$ cat config.mk
export PLATFORM = sky130hd
export DESIGN_NAME = ov7670_stream_gen
export DESIGN_NICKNAME = d
export VERILOG_FILES = /design/src/rtl/ov7670_stream_gen.sv
export SDC_FILE = /design/constraint.sdc
export NUM_CORES = 1
export LEC_CHECK = 0
export ABC_AREA = 1
export BUFFER_PORTS_ARGS = -buffer_cell sky130_fd_sc_hd__buf_2
export CELL_PAD_IN_SITES_DETAIL_PLACEMENT = 2
export CELL_PAD_IN_SITES_GLOBAL_PLACEMENT = 2
export CORE_MARGIN = 5
export CORE_UTILIZATION = 33
export DETAILED_ROUTE_END_ITERATION = 10
export PLACE_DENSITY_LB_ADDON = 0.1
export SLEW_MARGIN = 10
export SYNTH_ARGS = -nofsm -noshare
export SYNTH_HDL_FRONTEND = slang
export SYNTH_SLANG_ARGS = --single-unit
$ cat constraint.sdc
create_clock -name clk -period 2.2 [get_ports clk]
set_clock_uncertainty 0.05 [all_clocks]
set_input_delay 0.55 -clock clk [delete_from_list [all_inputs] [get_ports clk]]
set_output_delay 0.55 -clock clk [all_outputs]
set_load 0.02 [all_outputs]
$ cat src/rtl/ov7670_stream_gen.sv
// OV7670 camera emulator: drives pclk/href/vsync/data with QVGA-style RGB565 timing and test patterns.
// Latency: outputs are registered; each byte slot's values appear on the pclk falling edge that opens the slot.
// Backpressure: none; the stream is free-running while run=1 and finishes the current frame when run drops.
// Optional build macro OV7670_STREAM_SCROLL_EN: patterns 0-2 scroll horizontally 2 px per completed frame.
module ov7670_stream_gen #(
    parameter int DIV      = 2,
    parameter int H_ACTIVE = 320,
    parameter int H_BLANK  = 144,
    parameter int V_SYNC   = 3,
    parameter int V_BP     = 17,
    parameter int V_ACTIVE = 240,
    parameter int V_FP     = 10
) (
    input  logic       clk,
    input  logic       reset,
    input  logic       run,
    input  logic [1:0] pattern_sel,
    output logic       ov_pclk,
    output logic       ov_href,
    output logic       ov_vsync,
    output logic [7:0] ov_data,
    output logic [7:0] frame_cnt,
    output logic       busy
);

    localparam int LINE_BYTES = 2 * H_ACTIVE + H_BLANK;
    localparam int BCW        = $clog2(LINE_BYTES);
    localparam int DW         = $clog2(DIV);
    localparam int LCW        = 10;

    localparam logic [DW-1:0]  DIV_LAST  = DW'(DIV - 1);
    localparam logic [DW-1:0]  DIV_HALF  = DW'(DIV / 2);
    localparam logic [BCW-1:0] BYTE_LAST = BCW'(LINE_BYTES - 1);
    localparam logic [BCW-1:0] HREF_END  = BCW'(2 * H_ACTIVE);
    localparam logic [LCW-1:0] VS_LAST   = LCW'(V_SYNC - 1);
    localparam logic [LCW-1:0] VBP_LAST  = LCW'(V_BP - 1);
    localparam logic [LCW-1:0] VA_LAST   = LCW'(V_ACTIVE - 1);
    localparam logic [LCW-1:0] VFP_LAST  = LCW'(V_FP - 1);
    localparam logic [8:0]     BAR_LAST  = 9'(H_ACTIVE / 8 - 1);

    localparam logic [2:0] S_IDLE   = 3'd0;
    localparam logic [2:0] S_VSYNC  = 3'd1;
    localparam logic [2:0] S_VBP    = 3'd2;
    localparam logic [2:0] S_ACTIVE = 3'd3;
    localparam logic [2:0] S_VFP    = 3'd4;

    logic [2:0]     state_q, state_d;
    logic [DW-1:0]  div_cnt_q, div_cnt_d;
    logic [BCW-1:0] byte_cnt_q, byte_cnt_d;
    logic [LCW-1:0] line_cnt_q, line_cnt_d;
    logic [1:0]     pat_q, pat_d;
    logic [7:0]     frame_cnt_q, frame_cnt_d;
    logic [2:0]     bar_idx_q, bar_idx_d;
    logic [8:0]     bar_px_q, bar_px_d;
    logic           pclk_q, pclk_d;
    logic           href_q, href_d;
    logic           vsync_q, vsync_d;
    logic [7:0]     data_q, data_d;
    logic           busy_q, busy_d;

    logic           slot_end;
    logic           in_href;
    logic [LCW-1:0] line_last;
    logic [8:0]     x_raw;
    logic [8:0]     x;
    logic [15:0]    bar_pix;
    logic [15:0]    pix;
    logic [7:0]     pix_byte;
    logic [2:0]     bar_start;
    logic [8:0]     px_start;

`ifdef OV7670_STREAM_SCROLL_EN
    localparam logic [8:0] H_LAST9 = 9'(H_ACTIVE - 1);
    localparam logic [9:0] H_ACT10 = 10'(H_ACTIVE);

    logic [8:0] scroll_x_q, scroll_x_d;
    logic [2:0] scroll_bar_q, scroll_bar_d;
    logic [8:0] scroll_px_q, scroll_px_d;
    logic [8:0] sx1, sx2, spx1, spx2;
    logic [2:0] sbar1, sbar2;
    logic [9:0] x_sum;

    // Scroll origin for the next frame: two pixels further on, kept both as x and as bar/offset.
    always_comb begin
        sx1   = (scroll_x_q == H_LAST9) ? 9'd0 : scroll_x_q + 9'd1;
        sx2   = (sx1 == H_LAST9) ? 9'd0 : sx1 + 9'd1;
        spx1  = (scroll_px_q == BAR_LAST) ? 9'd0 : scroll_px_q + 9'd1;
        sbar1 = (scroll_px_q == BAR_LAST) ? scroll_bar_q + 3'd1 : scroll_bar_q;
        spx2  = (spx1 == BAR_LAST) ? 9'd0 : spx1 + 9'd1;
        sbar2 = (spx1 == BAR_LAST) ? sbar1 + 3'd1 : sbar1;
    end

    assign bar_start = scroll_bar_q;
    assign px_start  = scroll_px_q;
`else
    assign bar_start = 3'd0;
    assign px_start  = 9'd0;
`endif

    assign slot_end = (state_q != S_IDLE) && (div_cnt_q == DIV_LAST);
    assign in_href  = (state_q == S_ACTIVE) && (byte_cnt_q < HREF_END);

    // Pixel value and byte for the slot currently addressed by the counters.
    always_comb begin
        x_raw = 9'(byte_cnt_q >> 1);
`ifdef OV7670_STREAM_SCROLL_EN
        x_sum = {1'b0, x_raw} + {1'b0, scroll_x_q};
        x     = (x_sum >= H_ACT10) ? 9'(x_sum - H_ACT10) : x_sum[8:0];
`else
        x     = x_raw;
`endif
        case (bar_idx_q)
            3'd0:    bar_pix = 16'hFFFF;
            3'd1:    bar_pix = 16'hFFE0;
            3'd2:    bar_pix = 16'h07FF;
            3'd3:    bar_pix = 16'h07E0;
            3'd4:    bar_pix = 16'hF81F;
            3'd5:    bar_pix = 16'hF800;
            3'd6:    bar_pix = 16'h001F;
            default: bar_pix = 16'h0000;
        endcase
        case (pat_q)
            2'd0:    pix = bar_pix;
            2'd1:    pix = {x[8:4], line_cnt_q[7:2], x[4:0]};
            2'd2:    pix = (x[4] ^ line_cnt_q[4]) ? 16'hFFFF : 16'h0000;
            default: pix = {frame_cnt_q, frame_cnt_q};
        endcase
        pix_byte = byte_cnt_q[0] ? pix[7:0] : pix[15:8];
    end

    // Line count limit of the current frame phase.
    always_comb begin
        case (state_q)
            S_VSYNC:  line_last = VS_LAST;
            S_VBP:    line_last = VBP_LAST;
            S_ACTIVE: line_last = VA_LAST;
            S_VFP:    line_last = VFP_LAST;
            default:  line_last = '0;
        endcase
    end

    // Frame FSM, slot/line counters and next values of the registered bus outputs.
    always_comb begin
        state_d     = state_q;
        div_cnt_d   = div_cnt_q;
        byte_cnt_d  = byte_cnt_q;
        line_cnt_d  = line_cnt_q;
        pat_d       = pat_q;
        frame_cnt_d = frame_cnt_q;
        bar_idx_d   = bar_idx_q;
        bar_px_d    = bar_px_q;
        href_d      = href_q;
        vsync_d     = vsync_q;
        data_d      = data_q;
`ifdef OV7670_STREAM_SCROLL_EN
        scroll_x_d   = scroll_x_q;
        scroll_bar_d = scroll_bar_q;
        scroll_px_d  = scroll_px_q;
`endif
        if (state_q == S_IDLE) begin
            div_cnt_d = '0;
            href_d    = 1'b0;
            vsync_d   = 1'b0;
            data_d    = 8'h00;
            if (run) begin
                state_d    = S_VSYNC;
                byte_cnt_d = '0;
                line_cnt_d = '0;
                pat_d      = pattern_sel;
            end
        end else begin
            div_cnt_d = slot_end ? '0 : div_cnt_q + DW'(1);
            if (slot_end) begin
                vsync_d = (state_q == S_VSYNC);
                href_d  = in_href;
                data_d  = in_href ? pix_byte : 8'h00;
                // Bar counter steps once per pixel, after its low byte.
                if (in_href && byte_cnt_q[0]) begin
                    if (bar_px_q == BAR_LAST) begin
                        bar_px_d  = 9'd0;
                        bar_idx_d = bar_idx_q + 3'd1;
                    end else begin
                        bar_px_d  = bar_px_q + 9'd1;
                    end
                end
                if (byte_cnt_q == BYTE_LAST) begin
                    byte_cnt_d = '0;
                    bar_idx_d  = bar_start;
                    bar_px_d   = px_start;
                    if (line_cnt_q == line_last) begin
                        line_cnt_d = '0;
                        case (state_q)
                            S_VSYNC:  state_d = S_VBP;
                            S_VBP:    state_d = S_ACTIVE;
                            S_ACTIVE: state_d = S_VFP;
                            default: begin
                                frame_cnt_d = frame_cnt_q + 8'd1;
`ifdef OV7670_STREAM_SCROLL_EN
                                // frame_cnt wrapping to 0 also brings the scroll origin back to 0.
                                if (frame_cnt_q == 8'hFF) begin
                                    scroll_x_d   = 9'd0;
                                    scroll_bar_d = 3'd0;
                                    scroll_px_d  = 9'd0;
                                end else begin
                                    scroll_x_d   = sx2;
                                    scroll_bar_d = sbar2;
                                    scroll_px_d  = spx2;
                                end
`endif
                                if (run) begin
                                    state_d = S_VSYNC;
                                    pat_d   = pattern_sel;
                                end else begin
                                    state_d = S_IDLE;
                                end
                            end
                        endcase
                    end else begin
                        line_cnt_d = line_cnt_q + LCW'(1);
                    end
                end else begin
                    byte_cnt_d = byte_cnt_q + BCW'(1);
                end
            end
        end
        pclk_d = (div_cnt_d >= DIV_HALF);
        busy_d = (state_d != S_IDLE);
    end

    // State registers; reset returns everything to IDLE with a silent bus.
    always_ff @(posedge clk or posedge reset) begin
        if (reset) begin
            state_q     <= S_IDLE;
            div_cnt_q   <= '0;
            byte_cnt_q  <= '0;
            line_cnt_q  <= '0;
            pat_q       <= 2'd0;
            frame_cnt_q <= 8'd0;
            bar_idx_q   <= 3'd0;
            bar_px_q    <= 9'd0;
            pclk_q      <= 1'b0;
            href_q      <= 1'b0;
            vsync_q     <= 1'b0;
            data_q      <= 8'h00;
            busy_q      <= 1'b0;
`ifdef OV7670_STREAM_SCROLL_EN
            scroll_x_q   <= 9'd0;
            scroll_bar_q <= 3'd0;
            scroll_px_q  <= 9'd0;
`endif
        end else begin
            state_q     <= state_d;
            div_cnt_q   <= div_cnt_d;
            byte_cnt_q  <= byte_cnt_d;
            line_cnt_q  <= line_cnt_d;
            pat_q       <= pat_d;
            frame_cnt_q <= frame_cnt_d;
            bar_idx_q   <= bar_idx_d;
            bar_px_q    <= bar_px_d;
            pclk_q      <= pclk_d;
            href_q      <= href_d;
            vsync_q     <= vsync_d;
            data_q      <= data_d;
            busy_q      <= busy_d;
`ifdef OV7670_STREAM_SCROLL_EN
            scroll_x_q   <= scroll_x_d;
            scroll_bar_q <= scroll_bar_d;
            scroll_px_q  <= scroll_px_d;
`endif
        end
    end

    assign ov_pclk   = pclk_q;
    assign ov_href   = href_q;
    assign ov_vsync  = vsync_q;
    assign ov_data   = data_q;
    assign frame_cnt = frame_cnt_q;
    assign busy      = busy_q;

endmodule

==> run_results.csv <==
group,metric,value,unit
clock_network,cts-root-buf,"clkbuf_8",
cells_and_area,fillCellCount,1212,
logic_synthesis,yosysSeqAreaShare,40.7,%
cells_and_area,layoutNonFillerInstCount,648,
timing,fmax,467,MHz
grt,grt_pass1_wl,19.1,mm
route,route.detailed.drc,0,
setup_path,regToRegStartpoint,"byte_cnt_q[1]",
placement,placed_cell_area,3820,um^2
timing,tightest_slew,596,ps
logic_synthesis,synthTopCellsByArea,"dfrtp_1, nand2_1, inv_1, o21ai_0, nor2_1",
timing,setup_viol,0,
logic_synthesis,ys_types,40,
cells_and_area,drive_above_1_share,19.1,%
timing,slew_violations,0,
die,fp.dieArea,12800,um^2
placement,io_buffers,24,
setup_path,r2r_cells,9,
power,power,0.00341,W
timing,slew_headroom,60.1,%
clock_network,cts_hold_buffers,0,
route,dr.pass1.iters,4,
timing,rsz0062_at_grt,"true",
setup_path,path_buf_inv,0,
setup_path,critPathArrivalTime,2300,ps
timing,post-route-period-util,97.3,%
clock_network,clk_pin_slew_worst_paths,80,ps
power,p_leak,1.99,nW
logic_synthesis,synth_common_cells,"nand2_1, dfrtp_1, inv_1, nor2_1, o21ai_0",
die,num_io_pins,25,
setup_path,slowest_delay,370,ps
cells_and_area,layout.nets,521,
setup_path,critPathTopFamily,"simple AND/OR/NAND/NOR gates",
grt,antenna_found_initial,0,
setup_path,cp.required,2360,ps
flow_run,drv_cap,0,
setup_path,worstPathMaxFanout,7,
setup_path,cp-end-kind,"register",
power,irDropWorstVdd,0.000305,V
logic_synthesis,async_flop_share,100,%
route,wirelength,11.7,mm
setup_path,path_depth,9,
setup_path,r2r_end,"frame_cnt[3]",
setup_path,cp_cell_sequence,"ha_2 > nand2_2 > nor2_4 > nand4_1 > nor2_4 > nand3_4 > nor2_4 > nand2_2 > xnor2_1",
placement,dp_hpwl,8.90,mm
clock_network,cts_tree,"done",
die,start_util,33.9,%
setup_path,crit_path_start_kind,"register",
clock_network,h-tree-depth,3,
clock_network,cts_sinks,57,
clock_network,cts_buffers,9,
setup_path,cp_common_cell,"nor2_4",
cells_and_area,final_util,40.0,%
grt,grt_pass1_vias,3781,
setup_path,critPathLaunch,"byte_cnt_q[1]",
grt,grt_max_degree,40,
logic_synthesis,synth-edff-count,0,
outcome,status,"complete, no violations",
die,die_w,113,um
placement,dp_cells,623,
timing,hold_viol,0,
die,fp.dieH,113,um
die,rows,37,
setup_path,rrSetupSlack,60,ps
die,core,10300,um^2
logic_synthesis,post-synth-top-count-cell,"nand2_1",
route,antenna_left,0,
timing,period_minus_slack,2140,ps
grt,grt.total_usage,18.8,%
route,drtIter0Drc,92,
logic_synthesis,synthCells,463,
route,num_vias,3368,
grt,grt_overflow,0,
placement,place.gp.congestion,0.837,
logic_synthesis,yosysWarnings,0,
setup_path,crit_end,"frame_cnt[3]",
logic_synthesis,avgSynthCellArea,7.57,um^2
route,wl_per_cell,18.0,um
cells_and_area,diodes,0,
clock_network,clk_path_buf_depth,2,
setup_path,crit_type,"reg -> reg",
power,powerDensity,825,nW/um^2
setup_path,slowest_stage,"dfrtp_1",
min_path,holdCritPathClass,"in -> async",
logic_synthesis,synth_top_flop_cell,"dfrtp_1",
logic_synthesis,ys_ff_latch,57,
logic_synthesis,synth_top_area_share,40.7,%
cells_and_area,fin_area,4130,um^2
logic_synthesis,synth_nets,477,
route,via_per_inst,5.20,
logic_synthesis,yosysTopAreaCell,"dfrtp_1",
cells_and_area,area_growth,17.9,%
clock_network,clk_latency,340,ps
logic_synthesis,syn-cell-area,3500,um^2
-- cell usage in the layout, fill, tap and decap left out, types with 8 or more instances in the layout --
| cell | netlist | final |
|---|---|---|
| inv_1 | 54 | 53 |
| ha_1 | 9 | 8 |
| nor3_1 | 17 | 17 |
| clkbuf_8 | 0 | 11 |
| nor2_1 | 42 | 42 |
| buf_4 | 1 | 16 |
| nor2_4 | 7 | 8 |
| nand2_1 | 106 | 104 |
| dfrtp_1 | 57 | 57 |
| buf_2 | 2 | 24 |
| nand4_1 | 9 | 9 |
| a21oi_1 | 26 | 26 |
| nand3_1 | 27 | 27 |
| o21ai_0 | 35 | 35 |
-- cell type report --
| class | instances | area, um^2 | share of cell area [%] |
|---|---|---|---|
| clock buffers | 11 | 151 | 3.66 |
| clock inverters | 5 | 77.6 | 1.88 |
| inverters | 61 | 231 | 5.60 |
| multi-input cells | 337 | 1810 | 43.9 |
| flip-flops and latches | 57 | 1430 | 34.5 |
| well taps | 136 | 170 | 4.12 |
| repair buffers | 41 | 260 | 6.30 |
-- per-layer routing --
metal	part of all wire [%]	wire length, um	vias to the layer above	GRT usage, %
li1	-	-	1605	-
met1	44	5100	1705	22.9
met2	52	6110	46	34.0
met4	1.3	149	0	4.89
met3	2.7	310	12	3.42
met5	0	0	-	0
-- through the flow --
step / worst slack (ps) / TNS, ps / hold slack, ps
final: 58.4 / 0 / 160
after detailed placement: 138 / 0 / 421
after floorplan: 200 / 0 / 418
after global routing: -45.5 / -174 / 185
after global placement: 172 / 0 / 409
after CTS: 78.7 / 0 / 167
-- registers in the layout (all words and copies together) (netlist names) --
name	count
byte_cnt_q	10
line_cnt_q	10
bar_px_q	9
frame_cnt	8
ov_data	8
bar_idx_q	3
state_q	3
pat_q	2
busy	1
div_cnt_q	1
ov_href	1
ov_vsync	1
-- kinds of logic after synthesis --
kind of cell	count (synthesis)	synth area share, %
compound gates	80	12.6
flops	57	40.7
fa+ha+maj	9	3.21
simple gates	238	33.1
buf+inv	69	7.89
xor+xnor	10	2.50
-- worst min path at each step --
| stage | cells past startpoint | from | endpoint | slack, ps |
|---|---|---|---|---|
| 6_report | 2 | reset | line_cnt_q[7] | 160 |
| 3_3_place_gp | 2 | ov_data[3] | ov_data[3] | 410 |
| 2_1_floorplan | 1 | bar_px_q[0] | bar_px_q[0] | 420 |
| 5_1_grt | 2 | reset | line_cnt_q[7] | 190 |
| 4_1_cts | 2 | reset | line_cnt_q[7] | 170 |
| 3_5_place_dp | 2 | ov_data[3] | ov_data[3] | 420 |
-- report_power, final --
| part | switching [W] | internal, W | total [W] |
|---|---|---|---|
| clock network | 0.000468 | 0.000696 | 0.00116 |
| logic | 0.000663 | 0.000282 | 0.000945 |
| registers | 0.000135 | 0.00116 | 0.00130 |
| total | 0.00127 | 0.00214 | 0.00341 |
-- worst reg2reg max path, cell delays in order (launching register included) --
cell	delay, ps
dfrtp_1	370
ha_2	200
nand2_2	80
nor2_4	160
nand4_1	250
nor2_4	280
nand3_4	140
nor2_4	260
nand2_2	90
xnor2_1	140
-- what timing repair did --
action                     4_1_cts  5_1_grt
buffers inserted                 0        9
gates resized for setup          0        4
setup endpoints to repair        0       15
Note: power is estimated with default switching activity, not from simulation.
